$ cat config.mk
export PLATFORM = sky130hd
export DESIGN_NAME = bf_phase_sequencer
export DESIGN_NICKNAME = d
export VERILOG_FILES = /design/src/rtl/bf_phase_sequencer.sv
export SDC_FILE = /design/constraint.sdc
export NUM_CORES = 1
export LEC_CHECK = 0
export BUFFER_PORTS_ARGS = -buffer_cell sky130_fd_sc_hd__buf_4
export CORE_MARGIN = 8
export CORE_UTILIZATION = 40
export DETAILED_ROUTE_END_ITERATION = 10
export PLACE_DENSITY = 0.58
export REMOVE_ABC_BUFFERS = 1
export SYNTH_ARGS = -nofsm -noshare
export SYNTH_HDL_FRONTEND = slang
export SYNTH_SLANG_ARGS = --single-unit
$ cat constraint.sdc
create_clock -name clk -period 6 [get_ports clk]
set_input_delay 0.3 -clock clk [delete_from_list [all_inputs] [get_ports clk]]
set_output_delay 0.3 -clock clk [all_outputs]
set_load 0.1 [all_outputs]
$ cat src/rtl/bf_phase_sequencer.sv
`timescale 1ns/1ps
// ---------------------------------------------------------------------------
// bf_phase_sequencer
// Iteration controller for the Bellman-Ford column-memory address generator.
// It runs the initialisation write sweep, produces the phase-counter
// read/write advance pulses for each relaxation sweep, and counts iterations
// until convergence or the iteration limit is reached.
//
// Ports:
//   clk                         clock
//   rst_global_n                asynchronous active-low reset
//   start                       run request, honoured only in IDLE or DONE
//   abort                       synchronous return to IDLE from any state
//   iteration_done              AGU flag: write address == last column
//   update_flag                 datapath: a distance improved this cycle
//   agu_rst                     one-cycle pulse resetting the AGU
//   write_enable_cu             AGU write advance during the init sweep
//   init_write                  datapath writes the initial distance value
//   pre_rollover_phase_counter  read-advance pulse (phase == last-1)
//   rollover_phase_counter      write-advance pulse (phase == last)
//   busy                        high outside IDLE/DONE
//   done                        high in DONE
//   converged                   valid with done: last sweep had no update
//   sync_error                  sticky AGU/column-count mismatch
//   iteration_count             completed iterations
// ---------------------------------------------------------------------------
module bf_phase_sequencer #(
  parameter int number_of_columns = 768,
  parameter int phase_length      = 4,
  parameter int max_iterations    = 31,
  parameter int iter_w            = 6
) (
  input  logic              clk,
  input  logic              rst_global_n,
  input  logic              start,
  input  logic              abort,
  input  logic              iteration_done,
  input  logic              update_flag,
  output logic              agu_rst,
  output logic              write_enable_cu,
  output logic              init_write,
  output logic              pre_rollover_phase_counter,
  output logic              rollover_phase_counter,
  output logic              busy,
  output logic              done,
  output logic              converged,
  output logic              sync_error,
  output logic [iter_w-1:0] iteration_count
);

  localparam int phase_w = (phase_length > 1) ? $clog2(phase_length) : 1;
  localparam int col_w   = (number_of_columns > 1) ? $clog2(number_of_columns) : 1;

  localparam logic [phase_w-1:0] phase_last = phase_w'(phase_length - 1);
  localparam logic [phase_w-1:0] phase_pre  = phase_w'(phase_length - 2);
  localparam logic [col_w-1:0]   col_last   = col_w'(number_of_columns - 1);
  localparam logic [iter_w-1:0]  iter_limit = iter_w'(max_iterations);

  typedef enum logic [2:0] {
    IDLE    = 3'd0,
    AGU_RST = 3'd1,
    INIT    = 3'd2,
    RUN     = 3'd3,
    CHECK   = 3'd4,
    DONE    = 3'd5
  } state_t;

  state_t             state;
  state_t             state_next;
  logic [phase_w-1:0] phase;
  logic [phase_w-1:0] phase_next;
  logic [col_w-1:0]   col;
  logic [col_w-1:0]   col_next;
  logic               any_update;
  logic               any_update_next;
  logic [iter_w-1:0]  count_next;
  logic               converged_next;
  logic               sync_error_next;

  // Phase pulses decode the registered phase so they align with the AGU edge.
  assign pre_rollover_phase_counter = (state == RUN) && (phase == phase_pre);
  assign rollover_phase_counter     = (state == RUN) && (phase == phase_last);

  // Next-state and next-value logic for the sequencer.
  always_comb begin
    state_next      = state;
    phase_next      = phase;
    col_next        = col;
    any_update_next = any_update;
    count_next      = iteration_count;
    converged_next  = converged;
    sync_error_next = sync_error;
    if (abort) begin
      // abort wins over start and over any end-of-sweep decision;
      // iteration_count and sync_error keep their values.
      state_next      = IDLE;
      phase_next      = phase_w'(0);
      col_next        = col_w'(0);
      any_update_next = 1'b0;
      converged_next  = 1'b0;
    end else begin
      case (state)
        IDLE: begin
          if (start) begin
            state_next = AGU_RST;
          end else begin
            state_next = IDLE;
          end
        end
        AGU_RST: begin
          state_next      = INIT;
          count_next      = iter_w'(0);
          converged_next  = 1'b0;
          sync_error_next = 1'b0;
          any_update_next = 1'b0;
          phase_next      = phase_w'(0);
          col_next        = col_w'(0);
        end
        INIT: begin
          // Sweep ends on the write to the last column; the AGU wraps itself.
          if (iteration_done && write_enable_cu) begin
            state_next = RUN;
            phase_next = phase_w'(0);
            col_next   = col_w'(0);
          end else begin
            state_next = INIT;
          end
        end
        RUN: begin
          any_update_next = any_update | update_flag;
          if (rollover_phase_counter) begin
            phase_next = phase_w'(0);
            if (col == col_last) begin
              state_next = CHECK;
              // AGU must agree that this was the last column.
              if (!iteration_done) begin
                sync_error_next = 1'b1;
              end else begin
                sync_error_next = sync_error;
              end
            end else begin
              col_next = col + col_w'(1);
              // AGU reporting the last column before we reach it.
              if (iteration_done) begin
                sync_error_next = 1'b1;
              end else begin
                sync_error_next = sync_error;
              end
            end
          end else begin
            phase_next = phase + phase_w'(1);
          end
        end
        CHECK: begin
          count_next = iteration_count + iter_w'(1);
          if (!any_update) begin
            state_next     = DONE;
            converged_next = 1'b1;
          end else if (count_next == iter_limit) begin
            state_next     = DONE;
            converged_next = 1'b0;
          end else begin
            state_next      = RUN;
            any_update_next = 1'b0;
            col_next        = col_w'(0);
            phase_next      = phase_w'(0);
          end
        end
        DONE: begin
          if (start) begin
            state_next = AGU_RST;
          end else begin
            state_next = DONE;
          end
        end
        default: begin
          state_next = IDLE;
        end
      endcase
    end
  end

  // State, counters and registered outputs.
  always_ff @(posedge clk or negedge rst_global_n) begin
    if (!rst_global_n) begin
      state           <= IDLE;
      phase           <= phase_w'(0);
      col             <= col_w'(0);
      any_update      <= 1'b0;
      iteration_count <= iter_w'(0);
      converged       <= 1'b0;
      sync_error      <= 1'b0;
      agu_rst         <= 1'b0;
      write_enable_cu <= 1'b0;
      init_write      <= 1'b0;
      busy            <= 1'b0;
      done            <= 1'b0;
    end else begin
      state           <= state_next;
      phase           <= phase_next;
      col             <= col_next;
      any_update      <= any_update_next;
      iteration_count <= count_next;
      converged       <= converged_next;
      sync_error      <= sync_error_next;
      // abort also resets the AGU in the cycle it lands in IDLE.
      agu_rst         <= abort | (state_next == AGU_RST);
      write_enable_cu <= (state_next == INIT);
      init_write      <= (state_next == INIT);
      busy            <= (state_next != IDLE) && (state_next != DONE);
      done            <= (state_next == DONE);
    end
  end

endmodule

==> Flow_metrics.wiki, run 1 <==
{| class="wikitable"
! Metric !! Value
|-
| Maximum achievable frequency || 448 MHz
|-
| Number of pins exceeding their max-slew limit in the final report || 0
|-
| H-tree level count || 1
|-
| Endpoint of the most critical register-to-register path || col[6]
|-
| Post-synthesis instance total || 210
|-
| Area leader, netlist || sky130_fd_sc_hd__dfrtp_1
|-
| X dimension of the die || 83.1 um
|-
| Ys async rst share || 1.00
|-
| Clock net sink count || 28
|-
| Final routed wire length divided by cell count || approximately 15 um
|-
| Pin count of the biggest net entering global routing || 29
|-
| Share of power burned in combinational logic || 0.220
|-
| Number of filler cells placed in the layout || 410
|-
| Total number of vias || 1,593
|-
| Core Area || around 4400 um^2
|-
| Relative slew slack || 0.546
|-
| Placement row count || 24
|-
| Yosys reg bits || 28
|-
| Number of I/O port buffers || 20
|-
| Worst hold endpoint || any_update
|-
| Average vias per placed instance || 5.75
|-
| First-pass GRT wire length || between 7 and 8 mm
|-
| Clk root buf || sky130_fd_sc_hd__clkbuf_8
|-
| Min-delay worst type || in2reg
|-
| Diode insertion count for antenna repair || 0
|-
| Top cells by count, synth || sky130_fd_sc_hd__dfrtp_1 (28), sky130_fd_sc_hd__nand2_1 (23), sky130_fd_sc_hd__nor2_1 (19)
|-
| Met2 usage in global routing || 0.177
|-
| Die Y || 83.1 um
|-
| Startpoint types || register
|-
| Ratio of final minimum period to clock period || 0.372
|-
| Power density cells || 206 nW/um^2
|-
| Number of buffers inserted during clock tree synthesis || 3
|-
| Outcome || complete, no violations
|-
| I/O pin count || 21
|-
| Grt met1 use || 0.182
|-
| Arrival time of the worst setup path || 1.93 ns
|-
| Critical path class || reg2out
|-
| Final setup skew || 0.00122 ns
|-
| Reg2reg setup slack || 3.80 ns
|-
| Area added between synthesis and finish || 12.6%
|-
| Clock transition time at the flip-flop clock pins of the worst setup and hold paths || 0.10 ns
|-
| Switch share || 0.335
|-
| CTS tree || built
|-
| Fraction of synthesized cell area taken by the top area cell type || 0.389
|-
| CP Data Required Time || 5.70 ns
|-
| Setup Fix Bufs, Post-CTS || 0
|-
| Startpoint of the worst-slack reg-to-reg timing path || state[0]
|-
| Worst hold slack across all endpoints || about 0.32 ns
|-
| Top_reg_cell synth || sky130_fd_sc_hd__dfrtp_1
|-
| Most instantiated library cell after synthesis || sky130_fd_sc_hd__dfrtp_1
|-
| Transition time at the pin with the least slew margin || 0.681 ns
|-
| Insertion delay to the later sink of the worst-skew pair || 0.27 ns
|-
| Power share of the sequential group || 0.495
|-
| Area enclosed by the die boundary || ~7000 um^2
|-
| Worst-case vdd ir drop || 0.0000909 V
|-
| Vias in the first global route || 1,520
|-
| NumNets Final || 237
|-
| Routability Congestion || about 0.82
|-
| Cell types occupying the most area after synthesis || sky130_fd_sc_hd__dfrtp_1 (39%), sky130_fd_sc_hd__nand2_1 (4.8%), sky130_fd_sc_hd__a21oi_1 (4.2%), sky130_fd_sc_hd__nor2_1 (4.0%), sky130_fd_sc_hd__o21ai_0 (3.9%)
|-
| Initial Utilization || 0.413
|-
| Hold path start || abort
|-
| Post-Route Setup TNS || 0 ns
|-
| Met3 track utilization from global routing || 0.0234
|-
| RSZ-0062 raised after global routing || false
|-
| Fraction of power consumed by the clock network || 0.285
|-
| Cell leakage power || approximately 0.86 nW
|-
| Antenna violations before repair || 0
|-
| Hold path depth || 2
|-
| Nature of the critical path endpoint || primary output
|-
| Worst slack after detailed placement || between 3 and 4 ns
|-
| Number of remaining DRC errors || 0
|-
| Setup-violating endpoint count in the final report || 0
|-
| Fraction of the yosys area taken by sequential cells || 0.389
|-
| Fraction of layout instances using a drive strength above 1 || 0.151
|-
| Number of maximum-capacitance violations || 0
|-
| Number of hold-slack violations in the final timing report || 0
|-
| Starting DRC count in detailed routing || 93
|-
| Period minus WS final || 2.23 ns
|-
| Sw power || between 0.1 and 0.15 mW
|-
| Total track usage || 0.125
|-
| Slack of the critical path || between 3 and 4 ns
|-
| Critical path peak fanout || 24
|-
| Clock Tree Buf Depth || 2
|-
| Detailed Route WL || 4.27 mm
|-
| Routed Antenna Nets || 0
|-
| Post-synthesis cell type count || slightly above 50
|-
| Worst Reg2Reg Path Length in Cells || 6
|-
| Post-DP HPWL || 3.11 mm
|-
| First-pass detailed-route iteration total || 4
|-
| Count of flip-flops with a built-in enable after synthesis || 0
|-
| Total grt overflow || 0
|-
| Mapped Avg Cell Area || about 8.6 um^2
|-
| Post-CTS sizing || 0
|-
| Internal cell power || approximately 0.28 mW
|-
| Layer with the highest usage || met1
|-
| Number of synthesis warnings || 0
|-
| Netlist area before placement || approximately 1800 um^2
|}
[flip-flops by register name (all words and copies together) (netlist names)]
signal and flops:
converged 1, sync_error 1, busy 1, init_write 1, any_update 1, iteration_count 6
state 3, done 1, phase 2, agu_rst 1, col 10
[area by class of cell]
class | instances | area [um^2] | share of cell area
well taps | 52 | 65.1 | 0.0321
inverters | 9 | 33.8 | 0.0167
flip-flops and latches | 28 | 701 | 0.346
repair buffers | 21 | 160 | 0.0791
multi-input cells | 163 | 1010 | 0.499
clock buffers | 4 | 55.1 | 0.0272
[cells in the final DEF, fill, tap and decap left out, types with 5 or more instances in the layout]
cell type	netlist	final
sky130_fd_sc_hd__a21oi_1	15	15
sky130_fd_sc_hd__buf_4	2	20
sky130_fd_sc_hd__dfrtp_1	28	28
sky130_fd_sc_hd__ha_1	5	5
sky130_fd_sc_hd__inv_1	9	9
sky130_fd_sc_hd__nand2_1	23	23
sky130_fd_sc_hd__nand3_1	11	11
sky130_fd_sc_hd__nand4_1	5	5
sky130_fd_sc_hd__nor2_1	19	19
sky130_fd_sc_hd__nor3_1	12	12
sky130_fd_sc_hd__o21ai_0	14	14
sky130_fd_sc_hd__o31ai_1	6	6
sky130_fd_sc_hd__xnor2_1	6	6
[per-layer routing]
metal / vias to the layer above / part of all wire
met5: - / 0
met4: 0 / 0.013
met3: 6 / 0.056
met2: 48 / 0.43
met1: 747 / 0.50
li1: 792 / -
[worst max-delay path by stage]
stage,startpoint,endpoint,slack [ns]
6_report,state[0],rollover_phase_counter,3.77
5_1_grt,state[0],col[6],3.61
4_1_cts,state[0],col[6],3.82
3_5_place_dp,state[0],col[6],3.82
3_3_place_gp,iteration_count[2],col[7],3.84
2_1_floorplan,state[0],busy,2.37
[stage by stage]
stage,std cells,utilization,area (um^2),total power [mW]
4_1_cts,277,0.465,2030,0.422
5_1_grt,277,0.465,2030,0.438
6_report,277,0.465,2030,0.418
3_3_place_gp,272,0.450,1960,0.303
3_5_place_dp,272,0.450,1960,0.302
2_1_floorplan,200,-,1750,0.275
[what timing repair did]
item,CTS,global route
hold buffers,1,0
endpoints found under the hold margin,28,0
setup endpoints to repair,0,0
[critical path: stages, from the launching register on]
cell,delay [ns]
sky130_fd_sc_hd__dfrtp_1,0.79
sky130_fd_sc_hd__nand2_1,0.14
sky130_fd_sc_hd__nor3_1,0.35
sky130_fd_sc_hd__buf_4,0.37
[logic make-up (layout without fill, tap and decap cells)]
kind of cell | count (synthesis) | after routing | synth area share
compound gates | 55 | 55 | 0.209
mux | 2 | 2 | 0.0139
flops | 28 | 28 | 0.389
simple gates | 93 | 93 | 0.266
fa+ha+maj | 5 | 5 | 0.0348
xor+xnor | 8 | 8 | 0.0389
buf+inv | 19 | 34 | 0.0487
[power groups by stage]
| stage | Combinational, mW | Sequential (mW) | Clock [mW] |
|---|---|---|---|
| after floorplan | 0.0335 | 0.242 | 0 |
| after global placement | 0.0924 | 0.210 | 0 |
| after detailed placement | 0.0920 | 0.210 | 0 |
| after CTS | 0.0928 | 0.207 | 0.122 |
| after global routing | 0.100 | 0.209 | 0.129 |
| final | 0.0918 | 0.207 | 0.119 |
Power figures use the tool's default switching activity.
==> run 2: changes to the inputs <==
Clock period 6 ns to 2.2 ns, I/O delays scaled along.
==> Flow_metrics.wiki, run 2 (synthesis gave the netlist of run 1 again) <==
{| class="wikitable"
! Metric !! Value
|-
| Outcome || complete, no violations
|-
| Critical path class || reg2reg
|-
| Total grt overflow || 0
|-
| Clock transition time at the flip-flop clock pins of the worst setup and hold paths || 0.10 ns
|-
| Most common library cell in the layout ignoring fill and taps || sky130_fd_sc_hd__buf_4
|-
| Die Y || approximately 83 um
|-
| Hold path depth || 2
|-
| Clk root buf || sky130_fd_sc_hd__clkbuf_8
|-
| X dimension of the die || 83.1 um
|-
| Total track usage || 0.136
|-
| Number of maximum-capacitance violations || 0
|-
| Worst slack after detailed placement || 0.0193 ns
|-
| Arrival time of the worst setup path || roughly 2.3 ns
|-
| Number of buffers inserted during clock tree synthesis || 3
|-
| Placed instance count || between 200 and 300
|-
| Fraction of layout instances using a drive strength above 1 || 0.203
|-
| Diode insertion count for antenna repair || 0
|-
| CTS tree || built
|-
| First-pass GRT wire length || 8.13 mm
|-
| I/O pin count || 21
|-
| Number of pins exceeding their max-slew limit in the final report || 0
|-
| Worst Reg2Reg Path Length in Cells || 8
|-
| Placement row count || 24
|-
| Startpoint types || register
|-
| Nature of the critical path endpoint || register
|-
| Top Registers || col x10, iteration_count x6, state x3
|-
| Cell leakage power || 0.920 nW
|-
| Antenna violations before repair || 0
|-
| Startpoint of the worst-slack reg-to-reg timing path || iteration_count[0]
|-
| Detailed Route WL || between 4 and 5 mm
|-
| Ratio of final minimum period to clock period || 0.941
|-
| RSZ-0062 raised after global routing || false
|-
| Number of remaining DRC errors || 0
|-
| Initial Utilization || 0.413
|-
| Setup-violating endpoint count in the final report || 0
|-
| Min-delay worst type || in2reg
|-
| Most used cells in the layout excluding fill and tap cells || sky130_fd_sc_hd__buf_4 (32), sky130_fd_sc_hd__dfrtp_1 (27), sky130_fd_sc_hd__nand2_1 (23)
|-
| Power density cells || roughly 540 nW/um^2
|-
| Routability Congestion || 0.842
|-
| Routed Antenna Nets || 0
|-
| Relative slew slack || 0.754
|-
| Post-DP HPWL || roughly 3.3 mm
|-
| Clock Tree Buf Depth || 2
|-
| Endpoint of the most critical register-to-register path || col[4]
|-
| Area enclosed by the die boundary || 6900 um^2
|-
| Clock net sink count || 28
|-
| Critical path peak fanout || 9
|-
| Total number of vias || 1,629
|-
| Worst-case vdd ir drop || 0.000344 V
|-
| Transition time at the pin with the least slew margin || 0.369 ns
|-
| Number of hold-slack violations in the final timing report || 0
|-
| Vias in the first global route || 1,611
|-
| Area added between synthesis and finish || 17.9%
|-
| Pin count of the biggest net entering global routing || 29
|-
| Insertion delay to the later sink of the worst-skew pair || ~0.27 ns
|-
| Hold path start || abort
|-
| Post-route non-filler standard cell count || 289
|-
| First-pass detailed-route iteration total || 4
|-
| Slack of the critical path || around 0.13 ns
|-
| Flip-flop count of the largest register, all copies and words added || 10
|-
| Number of I/O port buffers || 20
|-
| Final routed wire length divided by cell count || 15.9 um
|-
| Reg2reg setup slack || 0.13 ns
|-
| Maximum achievable frequency || 483 MHz
|-
| Starting DRC count in detailed routing || roughly 130
|-
| Final total power || 1.15 mW
|-
| CP Data Required Time || about 2.4 ns
|-
| Worst hold endpoint || any_update
|-
| NumNets Final || between 200 and 250
|-
| Largest Register || col
|-
| Average vias per placed instance || 5.64
|-
| Final setup skew || 0.00634 ns
|-
| Period minus WS final || 2.07 ns
|-
| Core Area || around 4400 um^2
|-
| H-tree level count || 1
|}
-- run 2: cell count changes in the layout (fill, tap and decap cells not counted), sizes merged --
cell,delta
buf,+12
-- run 2: layout make-up --
cell class	instances	area, um^2
clock buffers	4	55.1
fillers	413	2230
inverters	9	33.8
multi-input cells	163	1010
flip-flops and latches	28	702
well taps	52	65.1
repair buffers	33	250
-- run 2: stage by stage --
stage          setup TNS (ns)  hold WS [ns]  utilization  area (um^2)
2_1_floorplan          -11.62        -0.186            -         1750
3_3_place_gp                0        0.0522        0.469         2040
3_5_place_dp                0        0.0585        0.469         2040
4_1_cts                     0         0.129        0.484         2110
5_1_grt                     0         0.137        0.487         2120
6_report                    0         0.146        0.487         2120
-- run 2: repair_timing --
action / CTS / global route
endpoints found under the setup margin: 0 / 10
hold buffers: 1 / 0
resized for setup: 0 / 2
buffers inserted: 0 / 1
endpoints found under the hold margin: 28 / 0
-- run 2: worst max-delay path, stage by stage (launching register included) --
cell	delay, ns
sky130_fd_sc_hd__dfrtp_1	0.47
sky130_fd_sc_hd__inv_1	0.09
sky130_fd_sc_hd__ha_1	0.16
sky130_fd_sc_hd__nand3b_1	0.08
sky130_fd_sc_hd__mux2_4	0.30
sky130_fd_sc_hd__a21o_2	0.25
sky130_fd_sc_hd__o211a_1	0.27
sky130_fd_sc_hd__a21o_1	0.26
sky130_fd_sc_hd__nor2_1	0.14
-- run 2: how the worst max path moves through the flow --
stage                       startpoint  endpoint  cells past startpoint
global route        iteration_count[0]    col[4]                      7
detailed placement  iteration_count[1]    col[7]                      6
CTS                 iteration_count[1]    col[7]                      6
global placement    iteration_count[1]    col[7]                      6
floorplan                     state[0]      busy                      6
finish              iteration_count[0]    col[4]                      8
-- run 2: where the power goes --
group | leakage, nW | total (mW) | switching, mW | internal (mW)
Sequential | 0.377 | 0.556 | 0.0256 | 0.530
Combinational | 0.515 | 0.278 | 0.197 | 0.0803
Clock | 0.0288 | 0.320 | 0.160 | 0.160
-- run 2: routing by layer --
metal	GRT usage	wire length, um
met1	0.194	2360
met2	0.201	2030
met3	0.0234	186
met4	0.0431	28
met5	0	0
==> run 3: changes to the inputs <==
==> constraint.sdc (replaced) <==
create_clock -name clk -period 2.2 [get_ports clk]
set_input_delay 0.44 -clock clk [delete_from_list [all_inputs] [get_ports clk]]
set_output_delay 0.44 -clock clk [all_outputs]
set_load 0.1 [all_outputs]
==> Flow_metrics.wiki, run 3 (synthesis gave the netlist of run 1 again) <==
{| class="wikitable"
! Metric !! Value
|-
| Outcome || complete, no violations
|-
| Vias in the first global route || 1,544
|-
| Routability Congestion || around 0.85
|-
| Total track usage || 0.129
|-
| Min-delay worst type || in2async
|-
| Number of remaining DRC errors || 0
|-
| Clk root buf || sky130_fd_sc_hd__clkbuf_8
|-
| NumNets Final || 248
|-
| Top Registers || col x10, iteration_count x6, state x3
|-
| Transition time at the pin with the least slew margin || 0.369 ns
|-
| Clock transition time at the flip-flop clock pins of the worst setup and hold paths || about 0.09 ns
|-
| Worst path top cell family by delay || compound AO/OA/AOI/OAI gates
|-
| Post-route non-filler standard cell count || 287
|-
| Insertion delay to the later sink of the worst-skew pair || 0.27 ns
|-
| First-pass GRT wire length || between 7 and 8 mm
|-
| Setup-violating endpoint count in the final report || 0
|-
| Detailed Route WL || about 4.5 mm
|-
| End-of-flow core utilization || 0.484
|-
| Clock Tree Buf Depth || 2
|-
| Post-DP HPWL || 3.27 mm
|-
| Number of buffers inserted during clock tree synthesis || 3
|-
| Total grt overflow || 0
|-
| Total number of vias || 1,620
|-
| Final cell area excluding filler cells || between 2000 and 2500 um^2
|-
| Fraction of layout instances using a drive strength above 1 || 0.209
|-
| RSZ-0062 raised after global routing || false
|-
| Initial Utilization || 0.413
|-
| Nature of the critical path endpoint || register
|-
| CP Buf/Inv Count || 1
|-
| Clock net sink count || 28
|-
| Die Y || 83.1 um
|-
| Critical path peak fanout || 9
|-
| Met2 usage in global routing || 0.187
|-
| Placement row count || 24
|-
| Cell leakage power || 0.907 nW
|-
| First-pass detailed-route iteration total || 4
|-
| Core Area || ~4400 um^2
|-
| Flip-flop count of the largest register, all copies and words added || 10
|-
| Antenna violations before repair || 0
|-
| Number of filler cells placed in the layout || 426
|-
| Grt met1 use || 0.185
|-
| Diode insertion count for antenna repair || 0
|-
| Pin count of the biggest net entering global routing || 29
|-
| Number of pins exceeding their max-slew limit in the final report || 0
|-
| Largest Register || col
|-
| Worst-case vdd ir drop || approximately 0.00029 V
|-
| Most common library cell in the layout ignoring fill and taps || sky130_fd_sc_hd__buf_4
|-
| Arrival time of the worst setup path || about 2.3 ns
|-
| H-tree level count || 1
|-
| Area added between synthesis and finish || 17.2%
|-
| Number of hold-slack violations in the final timing report || 0
|-
| Area enclosed by the die boundary || a little under 7000 um^2
|-
| Post-Route Setup TNS || 0 ns
|-
| Final routed wire length divided by cell count || 15.6 um
|-
| Routed Antenna Nets || 0
|-
| Placed instance count || about 280
|-
| Placement Cell Area || 2040 um^2
|-
| Crit path launch || iteration_count[0]
|-
| Layer with the highest usage || met2
|-
| I/O pin count || 21
|-
| Delay of the slowest cell on the worst path || 0.47 ns
|-
| Starting DRC count in detailed routing || 87
|-
| CP Cell Sequence || inv_1 > ha_1 > nand3b_1 > mux2_4 > a21o_2 > o211a_1 > a21o_1 > nor2_1
|-
| Power density cells || 527 nW/um^2
|-
| Reg2reg setup slack || 0.15 ns
|-
| CP Data Required Time || between 2 and 2.5 ns
|-
| Most used cells in the layout excluding fill and tap cells || sky130_fd_sc_hd__buf_4 (31), sky130_fd_sc_hd__dfrtp_1 (27), sky130_fd_sc_hd__nand2_1 (23)
|-
| Startpoint types || register
|-
| Ratio of final minimum period to clock period || 0.933
|-
| CTS tree || built
|-
| Maximum achievable frequency || 487 MHz
|-
| Number of I/O port buffers || 20
|-
| Average vias per placed instance || 5.64
|-
| Relative slew slack || 0.754
|-
| Period minus WS final || 2.05 ns
|-
| Met3 track utilization from global routing || 0.0225
|-
| Startpoint of the worst-slack reg-to-reg timing path || iteration_count[0]
|-
| Worst Reg2Reg Path Length in Cells || 8
|-
| Final setup skew || 0.00554 ns
|-
| Number of maximum-capacitance violations || 0
|-
| Endpoint of the most critical register-to-register path || col[9]
|-
| Critical path class || reg2reg
|-
| Max stage delay cell, worst path || sky130_fd_sc_hd__dfrtp_1
|-
| X dimension of the die || about 83 um
|}
[run 3: through the flow]
step | setup slack [ns] | total power, mW | hold WS [ns]
final | 0.147 | 1.11 | 0.0764
after global routing | 0.0130 | 1.17 | 0.0980
after CTS | 0.0245 | 1.13 | 0.0830
after detailed placement | 0.0294 | 0.841 | 0.389
after global placement | 0.0573 | 0.839 | 0.384
after floorplan | -1.43 | 0.750 | 0.144
[run 3: worst max-delay path by stage]
| stage | to | depth (start not counted) |
|---|---|---|
| after floorplan | busy | 6 |
| after global placement | col[7] | 6 |
| after detailed placement | col[1] | 6 |
| after CTS | col[1] | 6 |
| after global routing | col[9] | 7 |
| final | col[9] | 8 |
[run 3: repair_timing]
item | CTS | global route
setup endpoints to repair | 1 | 11
hold buffers | 0 | 0
pin swaps | 0 | 1
buffers inserted | 0 | 1
gates resized for setup | 2 | 3
gates cloned | 0 | 0
hold endpoints to repair | 0 | 0
[run 3: area by class of cell]
cell class | count | area, um^2 | area share
clock buffer | 3 | 41.3 | 0.0196
inverter | 9 | 33.8 | 0.0160
multi-input combinational | 163 | 1020 | 0.485
sequential | 28 | 702 | 0.333
tap | 52 | 65.1 | 0.0309
timing repair buffer | 32 | 244 | 0.116
[run 3: power by group]
part,total (mW),leakage (nW),internal (mW),switching (mW)
logic,0.276,0.509,0.0791,0.197
clock network,0.279,0.0216,0.123,0.156
registers,0.556,0.377,0.530,0.0256
total,1.11,0.907,0.733,0.378
[run 3: routing by layer]
metal  wire, um  vias to the layer above
li1           -                      812
met1       2360                      771
met3        172                        4
met4         52                        0
met5          0                        -
met2       1880                       33
